### config.mk
export PLATFORM = sky130hd
export DESIGN_NAME = vec_ldst_seq
export DESIGN_NICKNAME = d
export VERILOG_FILES = /design/src/rtl/vec_ldst_seq.sv
export SDC_FILE = /design/constraint.sdc
export NUM_CORES = 1
export LEC_CHECK = 0
export BUFFER_PORTS_ARGS = -buffer_cell sky130_fd_sc_hd__buf_2
export CAP_MARGIN = 0
export CORE_AREA = 2 2 255 257
export DETAILED_ROUTE_END_ITERATION = 6
export DIE_AREA = 0 0 257 259
export GPL_TIMING_DRIVEN = 0
export PLACE_DENSITY = 0.67
export SETUP_SLACK_MARGIN = 0.3
export SLEW_MARGIN = 20
export SYNTH_ARGS = -nofsm -noshare
export SYNTH_HDL_FRONTEND = slang
export SYNTH_SLANG_ARGS = --single-unit
export TNS_END_PERCENT = 10
### constraint.sdc
create_clock -name clk -period 2.97 [get_ports clk]
set_clock_uncertainty 0.1 [all_clocks]
set_input_delay 0.1485 -clock clk [delete_from_list [all_inputs] [get_ports clk]]
set_output_delay 0.1485 -clock clk [all_outputs]
set_load 0.05 [all_outputs]
### src/rtl/vec_ldst_seq.sv
// rtl/vec_ldst_seq.sv - vector load/store sequencer between data memory and the vector register file
// One memory request outstanding at a time; loads shift words in, stores shift words out.
module vec_ldst_seq #(
  parameter int VLEN   = 256,
  parameter int WORD   = 32,
  parameter int ADDR_W = 32
) (
  input  logic              clk,
  input  logic              rst,
  input  logic              start,
  input  logic              is_store,
  input  logic [ADDR_W-1:0] base_addr,
  input  logic [4:0]        vreg_idx,
  input  logic [VLEN-1:0]   vrs_data,
  output logic              busy,
  output logic              done,
  output logic              mem_req,
  output logic              mem_we,
  output logic [ADDR_W-1:0] mem_addr,
  output logic [WORD-1:0]   mem_wdata,
  input  logic              mem_gnt,
  input  logic              mem_rvalid,
  input  logic [WORD-1:0]   mem_rdata,
  output logic              vwe,
  output logic [4:0]        vwa,
  output logic [VLEN-1:0]   vwd
);

  localparam int BEATS = VLEN / WORD;
  localparam int BW    = (BEATS > 1) ? $clog2(BEATS) : 1;
  localparam logic [BW-1:0] LAST = BW'(BEATS - 1);

  typedef enum logic [2:0] {IDLE, REQ, WAIT, WB, DONE} state_t;

  state_t          state;
  logic            st;
  logic [4:0]      idx;
  logic [BW-1:0]   beat;
  logic [VLEN-1:0] sbuf;
  logic [VLEN-1:0] lbuf;

  always_ff @(posedge clk) begin
    if (rst) begin
      state     <= IDLE;
      st        <= 1'b0;
      idx       <= '0;
      beat      <= '0;
      sbuf      <= '0;
      lbuf      <= '0;
      busy      <= 1'b0;
      done      <= 1'b0;
      mem_req   <= 1'b0;
      mem_we    <= 1'b0;
      mem_addr  <= '0;
      mem_wdata <= '0;
      vwe       <= 1'b0;
      vwa       <= '0;
      vwd       <= '0;
    end else begin
      done <= 1'b0;
      vwe  <= 1'b0;
      vwa  <= '0;
      vwd  <= '0;
      case (state)
        IDLE: begin
          if (start) begin
            state     <= REQ;
            st        <= is_store;
            idx       <= vreg_idx;
            beat      <= '0;
            sbuf      <= vrs_data >> WORD;
            busy      <= 1'b1;
            mem_req   <= 1'b1;
            mem_we    <= is_store;
            mem_addr  <= {base_addr[ADDR_W-1:2], 2'b00};
            mem_wdata <= is_store ? vrs_data[WORD-1:0] : '0;
          end
        end
        REQ: begin
          if (mem_gnt) begin
            if (!st) begin
              state   <= WAIT;
              mem_req <= 1'b0;
              mem_we  <= 1'b0;
            end else if (beat == LAST) begin
              state     <= DONE;
              done      <= 1'b1;
              mem_req   <= 1'b0;
              mem_we    <= 1'b0;
              mem_wdata <= '0;
            end else begin
              // sbuf already holds the next word at its LSW
              beat      <= beat + 1'b1;
              mem_addr  <= mem_addr + ADDR_W'(4);
              mem_wdata <= sbuf[WORD-1:0];
              sbuf      <= sbuf >> WORD;
            end
          end
        end
        WAIT: begin
          if (mem_rvalid) begin
            // words enter at the top so beat 0 ends up as the LSW
            lbuf <= {mem_rdata, lbuf[VLEN-1:WORD]};
            if (beat == LAST) begin
              state <= WB;
              done  <= 1'b1;
              vwe   <= (idx[4:3] == 2'b10);
              vwa   <= idx;
              vwd   <= {mem_rdata, lbuf[VLEN-1:WORD]};
            end else begin
              state    <= REQ;
              beat     <= beat + 1'b1;
              mem_req  <= 1'b1;
              mem_addr <= mem_addr + ADDR_W'(4);
            end
          end
        end
        WB, DONE: begin
          state <= IDLE;
          busy  <= 1'b0;
        end
        default: state <= IDLE;
      endcase
    end
  end

endmodule
==> Yosys cells after proc, flatten, opt, wreduce, memory -nomap -nowiden <==
Index checks and enable logic that the tools add are counted.
{ "word_totals": {"output_inout_bits": 330, "latch_bits": 0, "romBits": 0, "mem_count": 0, "mem_bits_rw": 0, "regBits": 854, "input_bits": 331} }
{ "classes": {"magnitude_cmp": 0, "n_reduce_logical": 15, "eq_ne": 13, "div_mod_pow": 0, "muxes": 45, "n_shift": 0, "addsub": 2, "n_mul": 0, "bitwise": 3} }
{ "ops": {"columns": ["op", "count"], "rows": [
  ["256-bit 2-to-1 mux", 4],
  ["256-bit one-hot mux with 2 select lines", 1],
  ["32-bit 2-to-1 mux", 10],
  ["32-bit one-hot mux with 3 select lines", 1],
  ["32-bit one-hot mux with 2 select lines", 1],
  ["32-bit by 3-bit adder with 32-bit output, second input constant", 1],
  ["3-bit 2-to-1 mux", 10],
  ["3-bit one-hot mux with 3 select lines", 2],
  ["2-bit inequality test, second input constant", 6],
  ["4-bit AND reduction", 3],
  ["1-bit 2-to-1 mux", 11],
  ["5-bit AND reduction", 2],
  ["3-bit by 2-bit equality test with 1-bit output, second input constant", 2],
  ["3-bit equality test, second input constant", 2],
  ["1-bit one-hot mux with 2 select lines", 3],
  ["2-bit AND reduction", 3],
  ["6-bit AND reduction", 1],
  ["2-bit nonzero test", 2],
  ["4-bit OR reduction", 1],
  ["3-bit by 1-bit adder with 3-bit output, second input constant", 1],
  ["3-bit by 1-bit equality test with 1-bit output, second input constant", 1],
  ["3-bit zero test", 1],
  ["3-bit inequality test, second input constant", 1],
  ["1-bit NOT", 3],
  ["5 further kinds", 5]
]} }

==> Depth between registers and ports, before layout <==
{ "logic_depth": {"depth_word": 5, "mapped_depth": 9, "mapped_depth_nobuf": 7} }

==> Worst setup path before layout <==
OpenSTA, ideal clock, no wires.
{ "synth_path": {"path_kind": "register to register", "startpoint": "register mem_addr[2]", "endpoint": "register mem_addr[28]", "stages_incl_launch_ff": 7, "arrival_time_ns": 2.173, "path_slack_ns": 0.638, "path_buffers": 0, "cell_sequence": "dfxtp_1 > ha_1 > nand3_1 > nor3_2 > nand4_1 > o41ai_1 > o31a_1"} }
{ "synth_between": {"elab_chain_cells": 5} }
{ "synth_rtl": {"columns": ["element", "line_no", "source"], "rows": [
  ["start, declared", "19", "output logic [ADDR_W-1:0] mem_addr,"],
  ["start signal, assigned", "75", "mem_addr <= {base_addr[ADDR_W-1:2], 2'b00};"],
  ["start signal, assigned", "94", "mem_addr <= mem_addr + ADDR_W'(4);"],
  ["start signal, assigned", "114", "mem_addr <= mem_addr + ADDR_W'(4);"],
  ["32-bit by 3-bit adder with 32-bit output (*)", "94, 114", null],
  ["32-bit 2-to-1 mux (*)", "85, 104", null],
  ["32-bit 2-to-1 mux", "81", "if (!st) begin"],
  ["32-bit 2-to-1 mux", "80", "if (mem_gnt) begin"],
  ["32-bit one-hot mux with 3 select lines (*)", "64", "case (state)"]
]} }
Every way passes the cells marked *; elsewhere a longest branch is shown, timed or not. The select of a mux whose other input is x is not followed.
A chain may end at the register's enable or synchronous reset.

==> Worst setup path after layout <==
{ "layout_path": {"startpoint": "register beat[0]", "endpoint": "register mem_addr[18]"} }
{ "layout_between": {"elab_chain_cells": 5} }
{ "layout_rtl": {"columns": ["element", "line_no", "source"], "rows": [
  ["start, declared", "38", "logic [BW-1:0] beat;"],
  ["start signal, assigned", "93", "beat <= beat + 1'b1;"],
  ["start signal, assigned", "112", "beat <= beat + 1'b1;"],
  ["3-bit equality test (*)", "85, 104", null],
  ["32-bit 2-to-1 mux (*)", null, null],
  ["32-bit 2-to-1 mux (2 in a row)", null, null],
  ["32-bit one-hot mux with 3 select lines (*)", null, null]
]} }
Marked as above.

==> results.sh <==
export IMPL_status="finished, final reports clean"
export IMPL_syn_to_final_growth_pct=37.7
export IMPL_track_usage_pct=30.3
export IMPL_path_buf_inv=1
export IMPL_min_period_ns=2.65
export IMPL_cp_depth=8
export IMPL_grt_ovfl_total=0
export IMPL_synth_edf_count=0
export IMPL_arrival_ns=3.03
export IMPL_final_max_slew_viol_count=0
export IMPL_cts_tree="done"
export IMPL_maxSlewHeadroom_pct=31.1
export IMPL_tightestPinTransition_ns=1.03
export IMPL_layout_drive_gt1_share_pct=21.1
export IMPL_reg2reg_depth=8
export IMPL_die_w_um=257
export IMPL_cts_clk_slew_worst_paths_ns=0.07
export IMPL_yosys_area_top_type="dfxtp_1"
export IMPL_cap_violations=0
export IMPL_hpwl_mm=76.9
export IMPL_drt_total_wl_mm=106
export IMPL_via_per_inst=5.23
export IMPL_synthTopCellsByArea="dfxtp_1 (56%), nand2_1 (12%), a311oi_1 (6.1%)"
export IMPL_core_rowCount=93
export IMPL_total_power_mw=25.4
export IMPL_yosysUniqueCellTypes=65
export IMPL_drt_iter0_markers=2068
export IMPL_timing_rr_start="beat[0]"
export IMPL_seq_area_frac_synth_pct=56.3
export IMPL_remaining_drc_errors=0
export IMPL_syn_area_um2=28000
export IMPL_multiInputGateArea_um2=11000
export IMPL_static_leakage_power_nw=16.1
export IMPL_power_density_nw_per_um2=660
export IMPL_nNetsFinal=4618
export IMPL_crit_chain="ha_1 > ha_1 > nand2b_1 > o21ai_2 > nand2_2 > clkbuf_1 > o21ai_0 > a21oi_1"
export IMPL_gp_congestion=0.959
export IMPL_yosysMostFrequentCell="nand2_1"
export IMPL_grt_max_degree=15
export IMPL_cp_required_ns=3.35
export IMPL_rr_endpoint="mem_addr[18]"
export IMPL_setup_viol=0
export IMPL_ys_seq_elements=788
export IMPL_routedWlPerCell_um=20.3
export IMPL_path_class="reg -> reg"
export IMPL_fmax_mhz=377
export IMPL_ys_top_cells_by_count="nand2_1 (880), dfxtp_1 (788), nor2_1 (278), and2_1 (266), a21oi_1 (262)"
export IMPL_clock_latency_ns=0.63
export IMPL_cpPeakStageDelay_ns=0.36
export IMPL_die_area_um2=66600
export IMPL_crit_path_end="mem_addr[18]"
export IMPL_vdd_drop_max_mv=0.599
export IMPL_first_global_vias=26300
export IMPL_seqCellArea_um2=15800
export IMPL_grt_antenna_before_repair=16
export IMPL_dr_total_vias=27300
export IMPL_crit_fanout=10
export IMPL_cts_max_level=3
export IMPL_ios=661
export IMPL_syn_inst=3216
export IMPL_dr_pass1_iters=6
export IMPL_grt_first_pass_wirelength_mm=155
export IMPL_worst_setup_path_start_kind="flop"
export IMPL_cpLargestDelayFamily="compound AO/OA/AOI/OAI gates"
export IMPL_endpoint_kind="flop"
export IMPL_hold_path_depth=5
export IMPL_fill_cells=5461
export IMPL_start_util_pct=43.8
export IMPL_cts_num_sinks=788
export IMPL_cts_made_buffers=81
export IMPL_synth_top_area_share_pct=56.3
export IMPL_cp_startpoint="beat[0]"
export IMPL_avgSynthCellArea_um2=8.71
export IMPL_placed_area_um2=32400
export IMPL_crit_top_cell="ha_1"
export IMPL_crit_path_top_delay_cell="clkbuf_1"
export IMPL_synth_ff_type="dfxtp_1"
export IMPL_numPortBuffers=655
export IMPL_min_period_over_period_pct=89.3
export IMPL_whs_ns=0.149
export IMPL_hold_viol=0
export IMPL_grt_setup_unrepaired="true"
export IMPL_reg2reg_slack_ns=0.32
export IMPL_dieHeight_um=259
export IMPL_clk_path_buf_depth=3
export IMPL_final_area_um2=38500
export IMPL_ant_nets=0
export IMPL_min_path_type="in -> reg"
export IMPL_synth_warnings=0
export IMPL_core_area_um2=63900
export IMPL_cts_root_buf="clkbuf_16"
export IMPL_async_flop_share_pct=0
worst register-to-register path: cells and delay by family (launching register included):
family	cells	cell delay, ns
DFF	1	0.33
buffers and inverters	1	0.36
AOI/OAI and AO/OA	3	0.71
and+or+nand+nor	2	0.49
adders and majority gates	2	0.53
flip-flops by register name (all words and copies together) (netlist names), 3 cells and up:
signal	flops
lbuf	224
vwd	256
beat	3
vwa	5
sbuf	224
idx	5
mem_addr	30
state	3
mem_wdata	32
cells in the final DEF, fill, tap and decap left out, drive strengths merged, types with 7 or more instances in the layout:
master	count
clkinv	18
and2	267
nor4	7
diode	14
a211oi	42
nand3	20
a311oi	195
dlygate4sd3	327
a22oi	67
bufinv	9
clkbuf	278
a21oi	262
nand4	10
nor2	279
nand2	880
nor3	14
inv	16
dfxtp	788
buf	754
o21ai	23
kinds of logic (layout without fill, tap and decap cells):
family	after synthesis	in the layout	share of synthesized area [%]
AOI/OAI and AO/OA	637	637	15.6
xor gates and xnor gates	1	1	0.0581
adders and majority gates	4	4	0.179
buffers and inverters	275	1408	4.37
DFF	788	788	56.3
muxes	2	2	0.0760
other	1	16	0.0134
and+or+nand+nor	1508	1508	23.4
report_power, final:
group / internal (mW) / switching (mW) / total [mW]
logic: 1.19 / 2.05 / 3.24
registers: 11.1 / 0.363 / 11.4
clock network: 6.34 / 4.43 / 10.8
area by class of cell:
| cell class | instances | share of cell area [%] |
|---|---|---|
| Antenna cell | 14 | 0.0909 |
| Buffer | 265 | 3.10 |
| Clock buffer | 111 | 6.02 |
| Clock inverter | 39 | 1.40 |
| Inverter | 10 | 0.0974 |
| Multi-Input combinational cell | 2154 | 28.6 |
| Sequential cell | 788 | 40.9 |
| Tap cell | 855 | 2.78 |
| Timing Repair Buffer | 983 | 17.0 |
worst min-delay path by stage:
| stage | end | from | slack (ns) |
|---|---|---|---|
| floorplan | vwd[224] | mem_rdata[0] | 0.17 |
| global placement | vwd[238] | mem_rdata[14] | 0.27 |
| detailed placement | vwd[239] | mem_rdata[15] | 0.27 |
| CTS | mem_wdata[22] | is_store | 0.1 |
| global route | mem_wdata[22] | is_store | 0.14 |
| finish | mem_wdata[21] | is_store | 0.15 |
metrics by stage:
stage / setup TNS (ns) / util (%) / std cells / worst slack (ns)
2_1_floorplan: 0 / - / 3217 / 0.638
3_3_place_gp: -0.290 / 50.6 / 4727 / -0.0464
3_5_place_dp: -0.326 / 50.6 / 4727 / -0.0450
4_1_cts: 0 / 60.2 / 5204 / 0.228
5_1_grt: 0 / 60.3 / 5213 / 0.190
6_report: 0 / 60.3 / 5219 / 0.318
per-layer routing:
layer	global-route usage, %	part of all wire, %	up-vias
li1	-	-	13000
met1	37.1	40	12500
met2	48.6	46	1350
met3	7.78	8.1	430
met4	17.1	6.1	10
met5	0	0.057	-
timing repair:
action	CTS	global route
hold buffers	327	0
pin swaps	0	1
gates resized for setup	1	17
hold endpoints to repair	361	0
buffers inserted	0	1
setup endpoints to repair	26	296
Note: power is estimated with default switching activity, not from simulation.
